$ cat config.mk
export PLATFORM = sky130hd
export DESIGN_NAME = uart_host_tx
export DESIGN_NICKNAME = d
export VERILOG_FILES = /design/src/rtl/uart_host_tx.sv
export SDC_FILE = /design/constraint.sdc
export NUM_CORES = 1
export LEC_CHECK = 0
export BUFFER_PORTS_ARGS = -buffer_cell sky130_fd_sc_hd__buf_2
export CORE_MARGIN = 5
export CORE_UTILIZATION = 55
export DETAILED_ROUTE_END_ITERATION = 8
export GPL_TIMING_DRIVEN = 0
export PLACE_DENSITY_LB_ADDON = 0.05
export REMOVE_ABC_BUFFERS = 1
export SLEW_MARGIN = 20
export SYNTH_ARGS = -nofsm -noshare
export SYNTH_HDL_FRONTEND = slang
export SYNTH_SLANG_ARGS = --single-unit
$ cat constraint.sdc
create_clock -name clk -period 5.91 [get_ports clk]
set_input_delay 1.182 -clock clk [delete_from_list [all_inputs] [get_ports clk]]
set_output_delay 1.182 -clock clk [all_outputs]
set_load 0.005 [all_outputs]
$ cat src/rtl/uart_host_tx.sv
// uart_host_tx: byte FIFO feeding an LSB-first 8N1/8N2 serialiser; define UART_TX_PARITY_EN to add a parity bit.
// Latency: a byte pushed into an empty FIFO while idle drives the start bit from the next edge.
// Backpressure: wr_ready drops while FIFO_DEPTH bytes are queued; queued frames go out with no idle gap.
module uart_host_tx #(
  parameter int CLKS_PER_BIT = 64,
  parameter int FIFO_DEPTH   = 8,
  parameter int STOP_BITS    = 1,
  parameter int PARITY_ODD   = 0
) (
  input  logic                          clk,
  input  logic                          reset_n,
  input  logic                          wr_valid,
  input  logic [7:0]                    wr_data,
  output logic                          wr_ready,
  output logic                          tx,
  output logic                          busy,
  output logic                          tx_done,
  output logic [$clog2(FIFO_DEPTH):0]   fifo_count
);

  localparam int PTR_W = $clog2(FIFO_DEPTH);
  localparam int CW    = PTR_W + 1;
  localparam int CNT_W = $clog2(CLKS_PER_BIT);
  localparam logic [CNT_W-1:0] CNT_LAST = CNT_W'(CLKS_PER_BIT - 1);
  localparam logic [CNT_W-1:0] CNT_DONE = CNT_W'(CLKS_PER_BIT - 2);
  localparam logic [2:0]       STOP_LAST = 3'(STOP_BITS - 1);

  if (CLKS_PER_BIT < 4 || FIFO_DEPTH < 2 || (FIFO_DEPTH & (FIFO_DEPTH - 1)) != 0 ||
      STOP_BITS < 1 || STOP_BITS > 2 || PARITY_ODD < 0 || PARITY_ODD > 1) begin : g_bad_param
    $error("uart_host_tx: illegal parameter combination");
  end

  typedef enum logic [2:0] {
    IDLE,
    START,
    DATA,
    STOP
`ifdef UART_TX_PARITY_EN
    , PARITY
`endif
  } state_t;

  state_t             state, state_n;
  logic [7:0]         mem [FIFO_DEPTH];
  logic [PTR_W-1:0]   wr_ptr, rd_ptr;
  logic [CW-1:0]      count_n;
  logic [CNT_W-1:0]   cnt, cnt_n;
  logic [2:0]         bit_idx, bit_n;
  logic [7:0]         data_q, data_n;
  logic               tx_n, done_n, push, pop, cnt_last, fifo_nonempty;

  assign push          = wr_valid & wr_ready;
  assign cnt_last      = (cnt == CNT_LAST);
  assign fifo_nonempty = (fifo_count != '0);
  assign count_n       = fifo_count + CW'(push) - CW'(pop);

  always_ff @(posedge clk) begin
    if (push) mem[wr_ptr] <= wr_data;
  end

  always_comb begin
    state_n = state;
    cnt_n   = cnt;
    bit_n   = bit_idx;
    data_n  = data_q;
    tx_n    = tx;
    done_n  = 1'b0;
    pop     = 1'b0;
    case (state)
      IDLE: begin
        tx_n = 1'b1;
        if (fifo_nonempty) begin
          pop     = 1'b1;
          data_n  = mem[rd_ptr];
          tx_n    = 1'b0;
          cnt_n   = '0;
          bit_n   = '0;
          state_n = START;
        end
      end
      START: begin
        if (cnt_last) begin
          cnt_n   = '0;
          bit_n   = '0;
          tx_n    = data_q[0];
          state_n = DATA;
        end else begin
          cnt_n = cnt + CNT_W'(1);
        end
      end
      DATA: begin
        if (cnt_last) begin
          cnt_n = '0;
          if (bit_idx == 3'd7) begin
            bit_n = '0;
`ifdef UART_TX_PARITY_EN
            tx_n    = (PARITY_ODD != 0) ? ~^data_q : ^data_q;
            state_n = PARITY;
`else
            tx_n    = 1'b1;
            state_n = STOP;
`endif
          end else begin
            bit_n = bit_idx + 3'd1;
            tx_n  = data_q[bit_n];
          end
        end else begin
          cnt_n = cnt + CNT_W'(1);
        end
      end
`ifdef UART_TX_PARITY_EN
      PARITY: begin
        if (cnt_last) begin
          cnt_n   = '0;
          bit_n   = '0;
          tx_n    = 1'b1;
          state_n = STOP;
        end else begin
          cnt_n = cnt + CNT_W'(1);
        end
      end
`endif
      STOP: begin
        // Pulse lands on the final cycle of the last stop bit, hence one count early.
        done_n = (bit_idx == STOP_LAST) && (cnt == CNT_DONE);
        if (cnt_last) begin
          cnt_n = '0;
          if (bit_idx == STOP_LAST) begin
            bit_n = '0;
            if (fifo_nonempty) begin
              pop     = 1'b1;
              data_n  = mem[rd_ptr];
              tx_n    = 1'b0;
              state_n = START;
            end else begin
              tx_n    = 1'b1;
              state_n = IDLE;
            end
          end else begin
            bit_n = bit_idx + 3'd1;
          end
        end else begin
          cnt_n = cnt + CNT_W'(1);
        end
      end
      default: begin
        tx_n    = 1'b1;
        state_n = IDLE;
      end
    endcase
  end

  always_ff @(posedge clk or negedge reset_n) begin
    if (!reset_n) begin
      state      <= IDLE;
      cnt        <= '0;
      bit_idx    <= '0;
      data_q     <= '0;
      tx         <= 1'b1;
      tx_done    <= 1'b0;
      busy       <= 1'b0;
      wr_ready   <= 1'b1;
      fifo_count <= '0;
      wr_ptr     <= '0;
      rd_ptr     <= '0;
    end else begin
      state      <= state_n;
      cnt        <= cnt_n;
      bit_idx    <= bit_n;
      data_q     <= data_n;
      tx         <= tx_n;
      tx_done    <= done_n;
      busy       <= (state_n != IDLE) || (count_n != '0);
      wr_ready   <= (count_n != CW'(FIFO_DEPTH));
      fifo_count <= count_n;
      if (push) wr_ptr <= wr_ptr + PTR_W'(1);
      if (pop)  rd_ptr <= rd_ptr + PTR_W'(1);
    end
  end

endmodule

==> impl_metrics.json <==
{
  "outcome": "finished, final reports clean",
  "yosys_warnings": 0,
  "grt_usage_pct": 15.96,
  "design.core.area_um2": 7727,
  "dieArea_um2": 9819,
  "worstSetupEndpointType": "register",
  "crit_end": "busy$_DFF_PN0_",
  "unrepaired_setup_endpoints_after_global_routing": "false",
  "cts_tree": "built",
  "timing.critical_path.slowest_stage_cell": "nor3_2",
  "synth_largest_area_cell": "edfxtp_1",
  "ctsResizeCount": 0,
  "setup.worst_path.start_class": "register",
  "die_width_um": 99.09,
  "regArea_um2": 2775,
  "global_route_wire_length_before_repair_um": 11930,
  "clk_root_buffer_cell": "clkbuf_8",
  "endpoint_of_the_lowest_slack_register_to_register_path": "busy$_DFF_PN0_",
  "synth.yosys.seq_area_share_pct": 63.57,
  "area_growth_pct": 8.684,
  "timing.critical_path.required_ps": 6130,
  "internal_power_component_mw": 1.418,
  "antenna_found_initial": 0,
  "final_net_count": 317,
  "synth-seq-cells": 98,
  "switching_share_pct": 29.68,
  "worst_path_largest_cell_delay_ps": 730,
  "fin_hold_ws_ps": 511.1,
  "clock_skew_ps": 12.46,
  "initial_core_utilization_pct": 56.49,
  "finalSetupViolCount": 0,
  "report.final.slew_viol_count": 0,
  "synth_commonest_cells": "edfxtp_1, dfrtp_1, mux2_2",
  "synth_largest_type_area_fraction_pct": 44.02,
  "post-cts-setup-buffers": 0,
  "ir_drop_uv": 197.0,
  "drt_drc_violations_left": 0,
  "cap_viol_max_count": 0,
  "worst_path_dominant_cell_family": "simple AND/OR/NAND/NOR gates",
  "most_common_flop_cell_mapped_by_yosys": "edfxtp_1",
  "final-instance-count-excl-fill": 400,
  "netSwitchingPower_mw": 0.5983,
  "crit_path_cell_trace": "inv_1 > ha_1 > and3b_1 > a41oi_1 > nor3_2 > ha_1 > inv_1 > ha_1 > fa_1 > nor3_1 > o2111ai_1",
  "slew-limit-headroom_pct": 33.22,
  "antenna_cells": 0,
  "dp_wirelength_um": 4761,
  "worstPathArrival_ps": 3670,
  "timing_hold_violations_final": 0,
  "tightest_hold_check_type": "register to register",
  "finalWeightedCongestion": 0.7637,
  "yosysMostFrequentCell": "edfxtp_1",
  "share_comb_of_total_power_pct": 25.7,
  "number_of_synthesized_flops_with_an_enable_pin": 64,
  "worst_pin_slew_ps": 998.1,
  "syn_inst": 275,
  "cts_hold_buffers": 0,
  "synth_async_sr_flop_share_pct": 34.69,
  "timing.critical_path.depth": 11,
  "num_vias": 2248,
  "multiInputGateArea_um2": 1464,
  "fill_cells": 572,
  "clock_sinks": 98,
  "reg2reg_depth": 11,
  "setup_tns_ps": 0,
  "core.rowCount": 32,
  "worstPathBufferInverterCount": 2,
  "dp.cells": 384,
  "number_of_buffers_created_by_cts": 9,
  "worst-r2r-setup-slack_ps": 2460,
  "reg2reg_from": "bit_idx[0]$_DFFE_PN0P_",
  "worst_setup_hold_path_clk_slew_ps": 90,
  "yosysUniqueCellTypes": 54,
  "drt_first_pass_iters": 4,
  "leak_pwr_nw": 1.786,
  "design.portCount": 19,
  "post_drt_via_cell_ratio": 5.620,
  "cts_buffer_depth": 2,
  "fraction_of_layout_cells_with_a_size_suffix_above_1_pct": 21.81,
  "avgSynthCellArea_um2": 15.87,
  "top_cell_by_count_worst_path": "ha_1",
  "layout_worst_path_cycle_share_pct": 58.35,
  "sequentialPowerShare_pct": 50.6,
  "worst-path-max-fanout": 11,
  "syn-cell-area_um2": 4365,
  "die_height_um": 99.09,
  "power_density_nw_per_um2": 424.9,
  "final.min_clock_period_ps": 3448,
  "netlist_top_cells_area": "edfxtp_1, dfrtp_1, mux4_1",
  "grt_pass1_vias": 2271,
  "worst_setup_path_startpoint": "bit_idx[0]$_DFFE_PN0P_",
  "drtIter0Drc": 84,
  "worst_skew_pair_later_pin_latency_ps": 360,
  "grt_overflow_total": 0,
  "drt-wirelength-per-cell_um": 18.00,
  "grt_start_max_net_pins": 35,
  "totalWireLength_um": 7200,
  "place.port_buffers": 18,
  "clock_power_share_pct": 23.7,
  "timing.setup.critical_path_class": "register to register",
  "h-tree-depth": 3,
  "maxClockFrequency_mhz": 290.0,
  "number_of_nets_still_failing_antenna_checks_after_routing": 0
}
[per-stage QoR]
stage          worst slack [ps]  total power, mW  util [%]  cell area, µm²
3_5_place_dp               2398            1.568     58.50            4521
2_1_floorplan              2895            1.394         -            4278
6_report                   2462            2.016     61.40            4745
3_3_place_gp               2449            1.550     58.18            4496
4_1_cts                    2389            2.045     61.40            4745
5_1_grt                    2152            2.144     61.40            4745
[power groups by stage]
| stage | Sequential, mW | Combinational, mW | Clock (mW) |
|---|---|---|---|
| 5_1_grt | 1.04 | 0.585 | 0.517 |
| 6_report | 1.02 | 0.519 | 0.478 |
| 3_3_place_gp | 1.03 | 0.516 | 0 |
| 3_5_place_dp | 1.04 | 0.527 | 0 |
| 2_1_floorplan | 0.988 | 0.406 | 0 |
| 4_1_cts | 1.03 | 0.531 | 0.488 |
[flip-flops by register name (all words and copies together) (netlist names)]
signal and count:
mem 64, tx_done 1, busy 1, fifo_count 4, state 3, wr_ready 1
rd_ptr 3, wr_ptr 3, tx 1, cnt 6, bit_idx 3, data_q 8
[worst min path at each step]
| stage | to | cells after the start | start | slack (ps) |
|---|---|---|---|---|
| global placement | data_q[2]$_DFFE_PN0P_ | 1 | data_q[2]$_DFFE_PN0P_ | 490 |
| floorplan | data_q[3]$_DFFE_PN0P_ | 1 | data_q[3]$_DFFE_PN0P_ | 480 |
| detailed placement | data_q[2]$_DFFE_PN0P_ | 1 | data_q[2]$_DFFE_PN0P_ | 490 |
| global route | data_q[2]$_DFFE_PN0P_ | 1 | data_q[2]$_DFFE_PN0P_ | 530 |
| CTS | data_q[2]$_DFFE_PN0P_ | 1 | data_q[2]$_DFFE_PN0P_ | 510 |
| finish | data_q[2]$_DFFE_PN0P_ | 1 | data_q[2]$_DFFE_PN0P_ | 510 |
[metal layers]
| metal | track usage (%) | share of wire [%] | vias up |
|---|---|---|---|
| met5 | 0 | 0 | - |
| met4 | 5.357 | 1.3 | 0 |
| met3 | 2.665 | 2.8 | 10 |
| met2 | 26.55 | 51 | 27 |
| met1 | 21.56 | 45 | 1115 |
| li1 | - | - | 1096 |
[final cells by class]
| type | count | share of cell area (%) |
|---|---|---|
| tap | 102 | 2.690 |
| inverter | 13 | 1.028 |
| multi-input combinational | 151 | 30.85 |
| timing repair buffer | 20 | 2.215 |
| clock buffer | 10 | 2.690 |
| clock inverter | 6 | 2.031 |
| sequential | 98 | 58.49 |
[placed cells by master (no fill, tap or decap), types with 5 or more instances in the layout]
master	n
mux4_1	16
a21oi_1	11
buf_2	18
nand3_1	9
nand2_1	13
inv_1	13
clkbuf_8	9
dfrtp_1	32
edfxtp_1	64
ha_1	12
mux2_2	17
o21ai_0	5
nor2_1	12
[cell families (layout without fill, tap and decap cells)]
group	Yosys count	count (layout)	share of synthesized area, %
buffers and inverters	26	49	3.124
flip-flops	98	98	63.57
AND/OR/NAND/NOR	61	61	7.538
adder cells (fa/ha/maj)	13	13	3.898
multiplexers	37	37	15.62
other	1	1	0.08590
AO/OA/AOI/OAI	33	33	4.958
XOR/XNOR	6	6	1.204
[worst register-to-register path, delay by kind of cell, from the launching register on]
kind,cells,cell delay (ps)
fa+ha+maj,4,1170
compound gates,2,320
simple gates,3,1210
flops,1,460
buf+inv,2,150
(Power assumes the default switching activity.)
